==> src/rtl/key_event_pkg.sv <==
// Shared definitions for the key event detector.
//   state_t      : detector FSM states (LOCKOUT, IDLE, PRESSED, HELD)
//   TICK_W       : width of the hold / repeat tick counters
//   KEY_PRESSED  : debounced key level while pressed (active low)
//   KEY_RELEASED : debounced key level while released
package key_event_pkg;

  localparam int unsigned TICK_W = 16;

  localparam logic KEY_PRESSED  = 1'b0;
  localparam logic KEY_RELEASED = 1'b1;

  typedef enum logic [1:0] {
    LOCKOUT = 2'd0,
    IDLE    = 2'd1,
    PRESSED = 2'd2,
    HELD    = 2'd3
  } state_t;

endpackage

==> src/rtl/key_event_detector_tick_prescaler.sv <==
// tick_prescaler: divides clk into timing ticks.
//   clk  : system clock
//   rst  : synchronous active-high reset
//   clr  : synchronous clear, holds the count at 0
//   en   : count enable
//   tick : one-cycle pulse while enabled and the count sits at PRESCALE-1;
//          the count wraps to 0 on that same edge
module tick_prescaler #(
  parameter int unsigned PRESCALE = 50000
) (
  input  logic clk,
  input  logic rst,
  input  logic clr,
  input  logic en,
  output logic tick
);

  localparam int unsigned CNT_W = (PRESCALE > 1) ? $clog2(PRESCALE) : 1;
  localparam logic [CNT_W-1:0] LAST = CNT_W'(PRESCALE - 1);

  logic [CNT_W-1:0] count;

  assign tick = en && (count == LAST);

  always_ff @(posedge clk) begin
    if (rst || clr) begin
      count <= '0;
    end else if (en) begin
      if (count == LAST) count <= '0;
      else               count <= count + CNT_W'(1);
    end
  end

endmodule

==> src/rtl/key_event_detector.sv <==
// key_event_detector: turns a debounced active-low key level into one-cycle
// UI event pulses. All outputs are registered (1 clk after the deciding edge).
//   clk           : system clock
//   rst           : synchronous active-high reset
//   keyDeBounce   : debounced key level, 0 = pressed, 1 = released
//   key_down      : 1 while the key is considered pressed
//   press_pulse   : accepted press
//   release_pulse : accepted release
//   short_pulse   : release before the long threshold
//   long_pulse    : hold reached LONG_TICKS (once per press)
//   repeat_pulse  : auto-repeat every REPEAT_TICKS ticks after long press
// Optional feature macro: KEY_REPEAT_EN (auto-repeat); without it
// repeat_pulse is constant 0.
module key_event_detector
  import key_event_pkg::*;
#(
  parameter int unsigned        PRESCALE     = 50000,
  parameter logic [TICK_W-1:0]  LONG_TICKS   = 16'd800,
  parameter logic [TICK_W-1:0]  REPEAT_TICKS = 16'd100
) (
  input  logic clk,
  input  logic rst,
  input  logic keyDeBounce,
  output logic key_down,
  output logic press_pulse,
  output logic release_pulse,
  output logic short_pulse,
  output logic long_pulse,
  output logic repeat_pulse
);

  state_t state, state_next;
  logic   key_prev;
  logic   tick;
  logic   counting;
  logic   key_down_next, press_next, release_next, short_next, long_next;
  logic [TICK_W-1:0] hold, hold_next, hold_inc;

  assign counting = (state == PRESSED) || (state == HELD);
  assign hold_inc = hold + TICK_W'(1);

  tick_prescaler #(
    .PRESCALE(PRESCALE)
  ) u_prescaler (
    .clk (clk),
    .rst (rst),
    .clr (!counting),
    .en  (counting),
    .tick(tick)
  );

`ifdef KEY_REPEAT_EN
  logic [TICK_W-1:0] rep, rep_next, rep_inc;
  logic              repeat_next;
  assign rep_inc = rep + TICK_W'(1);
`endif

  always_comb begin
    state_next    = state;
    key_down_next = key_down;
    press_next    = 1'b0;
    release_next  = 1'b0;
    short_next    = 1'b0;
    long_next     = 1'b0;
    hold_next     = hold;
`ifdef KEY_REPEAT_EN
    rep_next      = rep;
    repeat_next   = 1'b0;
`endif
    unique case (state)
      LOCKOUT: begin
        key_down_next = 1'b0;
        if (keyDeBounce == KEY_RELEASED) state_next = IDLE;
      end
      IDLE: begin
        if (keyDeBounce == KEY_PRESSED && key_prev == KEY_RELEASED) begin
          state_next    = PRESSED;
          press_next    = 1'b1;
          key_down_next = 1'b1;
          hold_next     = '0;
        end
      end
      PRESSED: begin
        // Release is checked before the tick so a release on the threshold
        // edge is reported as short, never long.
        if (keyDeBounce == KEY_RELEASED) begin
          state_next    = IDLE;
          release_next  = 1'b1;
          short_next    = 1'b1;
          key_down_next = 1'b0;
        end else if (tick) begin
          hold_next = hold_inc;
          if (hold_inc == LONG_TICKS) begin
            state_next = HELD;
            long_next  = 1'b1;
`ifdef KEY_REPEAT_EN
            rep_next   = '0;
`endif
          end
        end
      end
      HELD: begin
        if (keyDeBounce == KEY_RELEASED) begin
          state_next    = IDLE;
          release_next  = 1'b1;
          key_down_next = 1'b0;
        end else if (tick) begin
          if (hold != '1) hold_next = hold_inc;
`ifdef KEY_REPEAT_EN
          if (rep_inc == REPEAT_TICKS) begin
            rep_next    = '0;
            repeat_next = 1'b1;
          end else begin
            rep_next    = rep_inc;
          end
`endif
        end
      end
      default: state_next = LOCKOUT;
    endcase
  end

  always_ff @(posedge clk) begin
    if (rst) begin
      state         <= LOCKOUT;
      key_prev      <= KEY_RELEASED;
      key_down      <= 1'b0;
      press_pulse   <= 1'b0;
      release_pulse <= 1'b0;
      short_pulse   <= 1'b0;
      long_pulse    <= 1'b0;
      hold          <= '0;
    end else begin
      state         <= state_next;
      key_prev      <= keyDeBounce;
      key_down      <= key_down_next;
      press_pulse   <= press_next;
      release_pulse <= release_next;
      short_pulse   <= short_next;
      long_pulse    <= long_next;
      hold          <= hold_next;
    end
  end

`ifdef KEY_REPEAT_EN
  always_ff @(posedge clk) begin
    if (rst) begin
      rep          <= '0;
      repeat_pulse <= 1'b0;
    end else begin
      rep          <= rep_next;
      repeat_pulse <= repeat_next;
    end
  end
`else
  assign repeat_pulse = 1'b0;
`endif

endmodule

==> config.mk <==
export PLATFORM = sky130hd
export DESIGN_NAME = key_event_detector
export DESIGN_NICKNAME = d
export VERILOG_FILES = /design/src/rtl/key_event_pkg.sv /design/src/rtl/key_event_detector_tick_prescaler.sv /design/src/rtl/key_event_detector.sv
export SDC_FILE = /design/constraint.sdc
export NUM_CORES = 1
export LEC_CHECK = 0
export ABC_AREA = 0
export BUFFER_PORTS_ARGS = -buffer_cell sky130_fd_sc_hd__buf_2
export CORE_ASPECT_RATIO = 0.9
export CORE_UTILIZATION = 55
export DETAILED_ROUTE_END_ITERATION = 8
export PLACE_DENSITY = 0.83
export SLEW_MARGIN = 20
export SYNTH_ARGS = -nofsm -noshare
export SYNTH_HDL_FRONTEND = slang
export SYNTH_SLANG_ARGS = --single-unit
export TNS_END_PERCENT = 10
==> constraint.sdc <==
create_clock -name clk -period 2.6 [get_ports clk]
set_clock_uncertainty 0.1 [all_clocks]
set_input_delay 0.26 -clock clk [delete_from_list [all_inputs] [get_ports clk]]
set_output_delay 0.26 -clock clk [all_outputs]
set_load 0.02 [all_outputs]
Yosys cells after proc, flatten, opt, wreduce, memory -nomap -nowiden
Index checks and enable logic that the tools add are counted.
{"block": "word_totals", "regBits": 40, "in_bits": 3, "output_inout_bits": 6}
{"block": "classes", "add_sub_neg": 2, "eq_ne": 16, "muxes": 20, "bitwise": 5, "reduce_logical": 16}
{"cell": "$mux W16", "count": 7}
{"cell": "$pmux W16 S3", "count": 1}
{"cell": "$add A16 B1 Y16 const B", "count": 2}
{"cell": "$eq A16 B10 Y1 const B", "count": 1}
{"cell": "$eq A16 B16 Y1 const B", "count": 1}
{"cell": "$ne A16 B16 Y1 const B", "count": 1}
{"cell": "$mux W2", "count": 5}
{"cell": "$ne A2 B2 Y1 const B", "count": 5}
{"cell": "$reduce_or A2 Y1", "count": 5}
{"cell": "$reduce_and A7 Y1", "count": 1}
{"cell": "$ne A2 B1 Y1 const B", "count": 3}
{"cell": "$pmux W2 S3", "count": 1}
{"cell": "$mux W1", "count": 5}
{"cell": "$not A1 Y1", "count": 5}
{"cell": "$eq A2 B2 Y1 const B", "count": 2}
{"cell": "$reduce_and A4 Y1", "count": 1}
{"cell": "$reduce_or A4 Y1", "count": 1}
{"cell": "$ne A3 B2 Y1 const B", "count": 1}
{"cell": "$ne A3 B3 Y1 const B", "count": 1}
{"cell": "$pmux W1 S3", "count": 1}
{"cell": "$reduce_bool A3 Y1", "count": 1}
{"cell": "$eq A2 B1 Y1 const B", "count": 1}
{"cell": "$logic_and A1 B1 Y1", "count": 2}
{"cell": "$logic_not A2 Y1", "count": 1}
{"cell": "other kinds (3)", "count": 4}

Depth between registers and ports, before layout
Gate-level depths: netlist of the first run.
{"block": "depth", "ltp_word": 6, "ltp_mapped": 9, "ltp_nobuf": 8}

Hierarchy
From an unflattened synthesis of the first run, not the netlist that was laid out.
{"block": "unflattened", "hier_cells": 271, "hier_area_um2": 2234.6}
{"mod": "key_event_detector", "instances": 1, "cells_per_inst": 187, "area_each_um2": 1493.9, "seq_area_each_um2": 480.5}
{"mod": "tick_prescaler", "instances": 1, "cells_per_inst": 84, "area_each_um2": 740.7, "seq_area_each_um2": 320.3}

Worst setup path before layout of the first run
Ideal clock, no wire load.
{"block": "synth_path", "path_type": "register to register", "from": "register hold[0]", "to": "register long_pulse", "arrival_time_ns": 2.273, "slack_ns": 0.154, "path_stages_with_launch": 9, "path_buffers": 1, "synth_period_minus_slack_ns": 2.446, "path_cell_list": "dfxtp_1 ha_1 buf_2 nand3_1 nor4_2 nand3_1 and3_1 or4b_1 nor3_2"}
{"block": "synth_between", "elab_chain_len": 3}
{"item": "from (decl)", "line_no": "key_event_detector.sv:37", "text": "logic [TICK_W-1:0] hold, hold_next, hold_inc;"}
{"item": "from (signal assigned)", "line_no": "key_event_detector.sv:141", "text": "hold <= hold_next;"}
{"item": "$add A16 B1 Y16", "line_no": "key_event_detector.sv:40", "text": "assign hold_inc = hold + TICK_W'(1);"}
{"item": "$eq A16 B10 Y1", "line_no": "key_event_detector.sv:93", "text": "if (hold_inc == LONG_TICKS) begin"}
{"item": "$mux W1", "line_no": "key_event_detector.sv:93"}
{"item": "to (signal assigned)", "line_no": "key_event_detector.sv:140", "text": "long_pulse <= long_next;"}
{"item": "to (decl)", "line_no": "key_event_detector.sv:28", "text": "output logic long_pulse,"}
Every way passes these cells.
A chain may end at the register's enable or synchronous reset.

Final worst setup path of the first run
{"block": "layout_path", "from": "register u_prescaler.count[10]", "to": "register state[0]"}
{"block": "layout_between", "elab_chain_len": 4}
{"item": "from (decl)", "line_no": "key_event_detector_tick_prescaler.sv:21", "text": "logic [CNT_W-1:0] count;"}
{"item": "from (signal assigned)", "line_no": "key_event_detector_tick_prescaler.sv:30", "text": "else count <= count + CNT_W'(1);"}
{"item": "$eq A16 B16 Y1", "line_no": "key_event_detector_tick_prescaler.sv:23", "text": "assign tick = en && (count == LAST);"}
{"item": "$logic_and A1 B1 Y1", "line_no": "key_event_detector_tick_prescaler.sv:23"}
{"item": "$ne A3 B3 Y1 (no source line)"}
{"item": "$reduce_and A4 Y1 (no source line)"}
{"item": "to (signal assigned)", "line_no": "key_event_detector.sv:134", "text": "state <= state_next;"}
{"item": "to (decl)", "line_no": "key_event_detector.sv:32", "text": "state_t state, state_next;"}
Every way passes these cells.

==> results of run 1 <==
Yosys cell counts, types with 6 or more instances:
cell / instances
or3_1: 10
o21ai_0: 22
or3b_1: 7
a21oi_1: 23
dfxtp_1: 40
nand2_1: 14
xnor2_1: 9
ha_1: 8
inv_1: 9
nand4_1: 11
nor2_1: 33
clkbuf_1: 10
and3_1: 8
a31oi_1: 6
nand3_1: 11
worst max-delay path: stages (launching register included):
cell and delay (ns):
dfxtp_1 0.34, or4_4 0.56, or4_1 0.54, a211o_1 0.27, nor4b_4 0.25, mux2_1 0.34
per-layer routing:
layer / global-route usage, % / vias to the layer above / routed length, um
met1: 31.4 / 964 / 2360
li1: - / 1038 / -
met3: 4.19 / 14 / 236
met2: 39.2 / 55 / 2320
met4: 12.3 / 0 / 113
met5: 0 / - / 0
area by class of cell:
cell class,instances,area (sq um),share of cell area [%]
clock inverters,3,42.5,1.68
repair buffers,19,125,4.95
well taps,46,57.6,2.27
flip-flops and latches,40,801,31.7
multi-input cells,218,1400,55.4
clock buffers,5,68.8,2.72
inverters,9,33.8,1.34
per-stage QoR:
step | total power, mW | utilization [%] | std cells
after global routing | 1.68 | 65.9 | 340
after CTS | 1.58 | 64.9 | 340
final | 1.60 | 65.9 | 340
after global placement | 1.07 | 62.0 | 332
after detailed placement | 1.08 | 62.0 | 332
after floorplan | 0.980 | - | 283
path summary, 6_finish.rpt:
check                         from                    to  slack (ns)  cells after the start
max reg2reg  u_prescaler.count[10]              state[0]        0.08                      5
min                    keyDeBounce         release_pulse        0.21                      2
min reg2reg   u_prescaler.count[0]  u_prescaler.count[0]        0.35                      1
max          u_prescaler.count[10]              state[0]        0.08                      5
registers in the layout, indices dropped and copies added, names as in the netlist:
register / cells
hold: 16
key_down: 1
key_prev: 1
long_pulse: 1
press_pulse: 1
release_pulse: 1
short_pulse: 1
state: 2
u_prescaler.count: 16
power groups by stage:
stage	Sequential, mW	Combinational (mW)	Clock (mW)
CTS	0.666	0.408	0.511
floorplan	0.684	0.295	0
global route	0.670	0.478	0.534
finish	0.666	0.423	0.507
detailed placement	0.679	0.405	0
global placement	0.677	0.395	0
cells by family (layout without fill, tap and decap cells):
kind of cell,Yosys count,in the layout
AND/OR/NAND/NOR,132,132
adder cells (fa/ha/maj),8,8
multiplexers,3,3
other,1,1
buffers and inverters,25,36
XOR/XNOR,13,13
flip-flops,40,40
AO/OA/AOI/OAI,61,61
timing repair:
action	CTS	global route
hold endpoints to repair	0	0
endpoints found under the setup margin	0	18
hold buffers	0	0
setup buffers	0	0
resized for setup	0	6
==> impl_metrics.yaml, run 1 <==
outcome:
  outcome: "finished, final reports clean"
die:
  row_count: 21
  die_w_um: 69.7
  fp.coreArea_sq_um: 3840
  ios: 9
  initial_core_util_pct: 59.1
  dieArea_sq_um: 4380
  die_h_um: 62.9
clock_network:
  cts_buffers: 5
  clk_path_buf_depth: 2
  cts_tree: "built"
  root_buffer: "clkbuf_8"
  cts.clk_slew.worst_paths_ns: 0.08
  cts_max_level: 2
  clk_latency_ns: 0.30
  numClockSinks: 40
sta:
  maxSlewHeadroom_pct: 57.7
  fin_hold_ws_ns: 0.208
  rsz0062_at_grt: "false"
  setup_viol: 0
  hold_viol_final: 0
  tightest_slew_ns: 0.634
  fin_crit_ns: 2.52
  setup_tns_ns: 0
  min_period_over_period_pct: 96.8
  fmax_mhz: 398
  maxSlewViolCount: 0
  setup_ws_ns: 0.0844
pwr:
  ir_worst_vdd_v: 0.000410
  p_leak_nw: 0.864
  power_frac_clock_pct: 31.7
  p_int_mw: 1.08
  p_per_area_nw_per_um2: 631
  combPwrFrac_pct: 26.5
  switching_share_pct: 32.5
  p_sw_mw: 0.519
  seqPwrFrac_pct: 41.7
route:
  dr_total_vias: 2071
  drc_errors: 0
  avgRoutedWirePerCell_um: 14.8
  drt_iter0_markers: 204
  firstDrtPassIters: 5
  avgViaCountPerCell: 6.09
  antenna_left: 0
  drt_wl_total_um: 5040
finish:
  num-nets-final: 304
  final_common_cell: "dfxtp_1"
  drive_gt1_share_pct: 15.0
  fillers: 317
  area_growth_pct: 11.6
  n_antenna_cell: 0
  layout_common_cells: "dfxtp_1, nor2_1, a21oi_1"
  final_area_sq_um: 2530
critical_path:
  cp-end-kind: "register"
  worstPathArrival_ns: 2.60
  crit_fanout: 4
  cp-start-kind: "register"
  criticalPathCategory: "register to register"
  cp_data_required_time_ns: 2.68
logic_synthesis:
  synth_nets: 294
  synth_top_family_by_area: "simple AND/OR/NAND/NOR gates"
  yosysSeqAreaShare_pct: 35.3
  synth_edf_count: 0
  synth.avg_cell_area_sq_um: 8.01
  ys_types: 49
  synthXorXnorAreaFrac_pct: 5.02
  synth-adder-area-share_pct: 4.42
  synth-async-reset-ratio_pct: 0
  syn-cell-area_sq_um: 2270
  yosysWarnings: 0
  ys_top_cells_by_area: "dfxtp_1, nor2_1, a21oi_1"
  yosysTopAreaCellShare_pct: 35.3
  yosys_most_used_dff: "dfxtp_1"
  yosys.area_share.simple_pct: 34.1
  ys_ff_latch: 40
  synth-compound-area-share_pct: 15.0
  netlist_instances: 283
  synth_area_leader_cell: "dfxtp_1"
  synthMuxAreaShare_pct: 1.38
global_route:
  grt.total_usage_pct: 24.4
  grt_pass1_vias: 1908
  grt_pass1_wl_um: 8650
  grt-ovfl-total: 0
  antenna_found_initial: 0
  grt_start_max_net_pins: 26
placed_design:
  place_area_sq_um: 2380
  post-place-ws_ns: 0.0710
  io_buffers: 7
  hpwl_um: 3450
  gp_congestion: 0.898
run:
  maxCapViolCount: 0
min_path:
  hold_class: "input port to register"
Note: power is estimated with default switching activity, not from simulation.
==> run 2: changes to the inputs <==
--- a/config.mk
+++ b/config.mk
@@ -6,10 +6,10 @@
 export NUM_CORES = 1
 export LEC_CHECK = 0
 export ABC_AREA = 0
-export BUFFER_PORTS_ARGS = -buffer_cell sky130_fd_sc_hd__buf_2
 export CORE_ASPECT_RATIO = 0.9
-export CORE_UTILIZATION = 55
+export CORE_UTILIZATION = 57
 export DETAILED_ROUTE_END_ITERATION = 8
+export DONT_BUFFER_PORTS = 1
 export PLACE_DENSITY = 0.83
 export SLEW_MARGIN = 20
 export SYNTH_ARGS = -nofsm -noshare
==> impl_metrics.yaml, run 2 (same netlist as run 1, synthesis figures left out) <==
pwr:
  p_per_area_nw_per_um2: 615
  p_leak_nw: 0.816
  ir_worst_vdd_v: 0.000393
die:
  row_count: 21
  initial_core_util_pct: 60.3
  dieArea_sq_um: 4230
  die_w_um: 68.5
  fp.coreArea_sq_um: 3760
  ios: 9
  die_h_um: 61.8
route:
  drt_wl_total_um: 4810
  avgRoutedWirePerCell_um: 14.4
  drt_iter0_markers: 169
  firstDrtPassIters: 4
  drc_errors: 0
  dr_total_vias: 1998
  avgViaCountPerCell: 5.96
  antenna_left: 0
critical_path:
  worstPathArrival_ns: 2.61
  reg2reg_depth: 5
  slowest_stage: "or4_4"
  crit_chain: "or4_4 > or4_1 > a211o_1 > nor4b_4 > mux2_1"
  r2r_setup_slack_ns: 0.07
  crit_fanout: 4
  r2r-end: "state[0]"
  cp-start-kind: "register"
  criticalPathCategory: "register to register"
  cp-end-kind: "register"
  critPathMaxStageDelay_ns: 0.56
  timing.rr.start: "u_prescaler.count[10]"
  cp_data_required_time_ns: 2.68
global_route:
  grt.total_usage_pct: 24.5
  grt_pass1_vias: 1810
  antenna_found_initial: 0
  grt_pass1_wl_um: 7790
  grt_start_max_net_pins: 20
  grt-ovfl-total: 0
sta:
  min_period_over_period_pct: 97.5
  maxSlewHeadroom_pct: 49.2
  rsz0062_at_grt: "true"
  setup_viol: 0
  hold_viol_final: 0
  maxSlewViolCount: 0
  fin_crit_ns: 2.53
  fmax_mhz: 395
  tightest_slew_ns: 0.759
  setup_tns_ns: 0
placed_design:
  hpwl_um: 3340
  gp_congestion: 0.873
  io_buffers: 0
clock_network:
  clk_latency_ns: 0.29
  cts_tree: "built"
  cts_buffers: 5
  cts_max_level: 2
  numClockSinks: 40
  cts.clk_slew.worst_paths_ns: 0.08
  clk_path_buf_depth: 2
  root_buffer: "clkbuf_8"
finish:
  final_common_cell: "dfxtp_1"
  n_antenna_cell: 0
  finish.utilization_pct: 65.8
  fillers: 307
  drive_gt1_share_pct: 11.8
  area_growth_pct: 9.00
  ff_latch_area_sq_um: 801
  reg_top3: "hold x16, u_prescaler.count x16, state x2"
  layout_common_cells: "dfxtp_1, nor2_1, a21oi_1"
  num-nets-final: 299
  multiInputGateArea_sq_um: 1380
run:
  maxCapViolCount: 0
min_path:
  min-delay-start: "rst"
  whs_path_depth: 1
  hold_class: "input port to register"
  min_to: "key_prev"
outcome:
  outcome: "finished, final reports clean"
run 2: metal layers:
layer / track usage [%] / vias to the layer above / wire length, um
met4: 8.33 / 0 / 25
li1: - / 1027 / -
met5: 0 / - / 0
met2: 40.9 / 41 / 2280
met1: 31.3 / 925 / 2310
met3: 5.47 / 5 / 200
run 2: worst max-delay path, delay by kind of cell, from the launching register on:
family / cells / cell delay [ns]
DFF: 1 / 0.35
and+or+nand+nor: 3 / 1.35
muxes: 1 / 0.35
AOI/OAI and AO/OA: 1 / 0.27
run 2: where the power goes:
part / total (mW) / internal [mW] / switching (mW)
Combinational: 0.422 / 0.169 / 0.253
Clock: 0.422 / 0.212 / 0.210
Sequential: 0.677 / 0.640 / 0.0367
Total: 1.52 / 1.02 / 0.500
run 2: layout make-up:
| type | count | area share (%) |
|---|---|---|
| multi-input combinational | 218 | 55.8 |
| sequential | 40 | 32.4 |
| timing repair buffer | 14 | 4.35 |
| clock buffer | 6 | 3.34 |
| tap | 46 | 2.33 |
| inverter | 9 | 1.37 |
| clock inverter | 2 | 0.405 |
run 2: worst max-delay path by stage:
stage	startpoint	to	slack (ns)	depth (start not counted)
detailed placement	u_prescaler.count[10]	hold[15]	0.06	5
CTS	u_prescaler.count[10]	hold[15]	0.03	5
finish	u_prescaler.count[10]	state[0]	0.07	5
global placement	u_prescaler.count[10]	hold[15]	0.14	5
floorplan	hold[0]	long_pulse	0.15	8
global route	hold[3]	long_pulse	-0.02	6
run 2: repair_timing:
action / CTS / global route
hold buffers: 1 / 0
endpoints found under the setup margin: 0 / 11
buffers inserted: 0 / 0
gates resized for setup: 0 / 2
hold endpoints to repair: 19 / 0
run 2: per-stage QoR:
stage	setup slack, ns	instance area (sq um)	std cells	total power [mW]	hold WS [ns]
floorplan	0.154	2270	283	0.980	0.318
global placement	0.136	2350	326	1.09	0.232
detailed placement	0.0625	2350	326	1.10	0.233
CTS	0.0319	2450	335	1.52	0.00741
global route	-0.0243	2470	335	1.61	0.0123
finish	0.0654	2470	335	1.52	0.0123
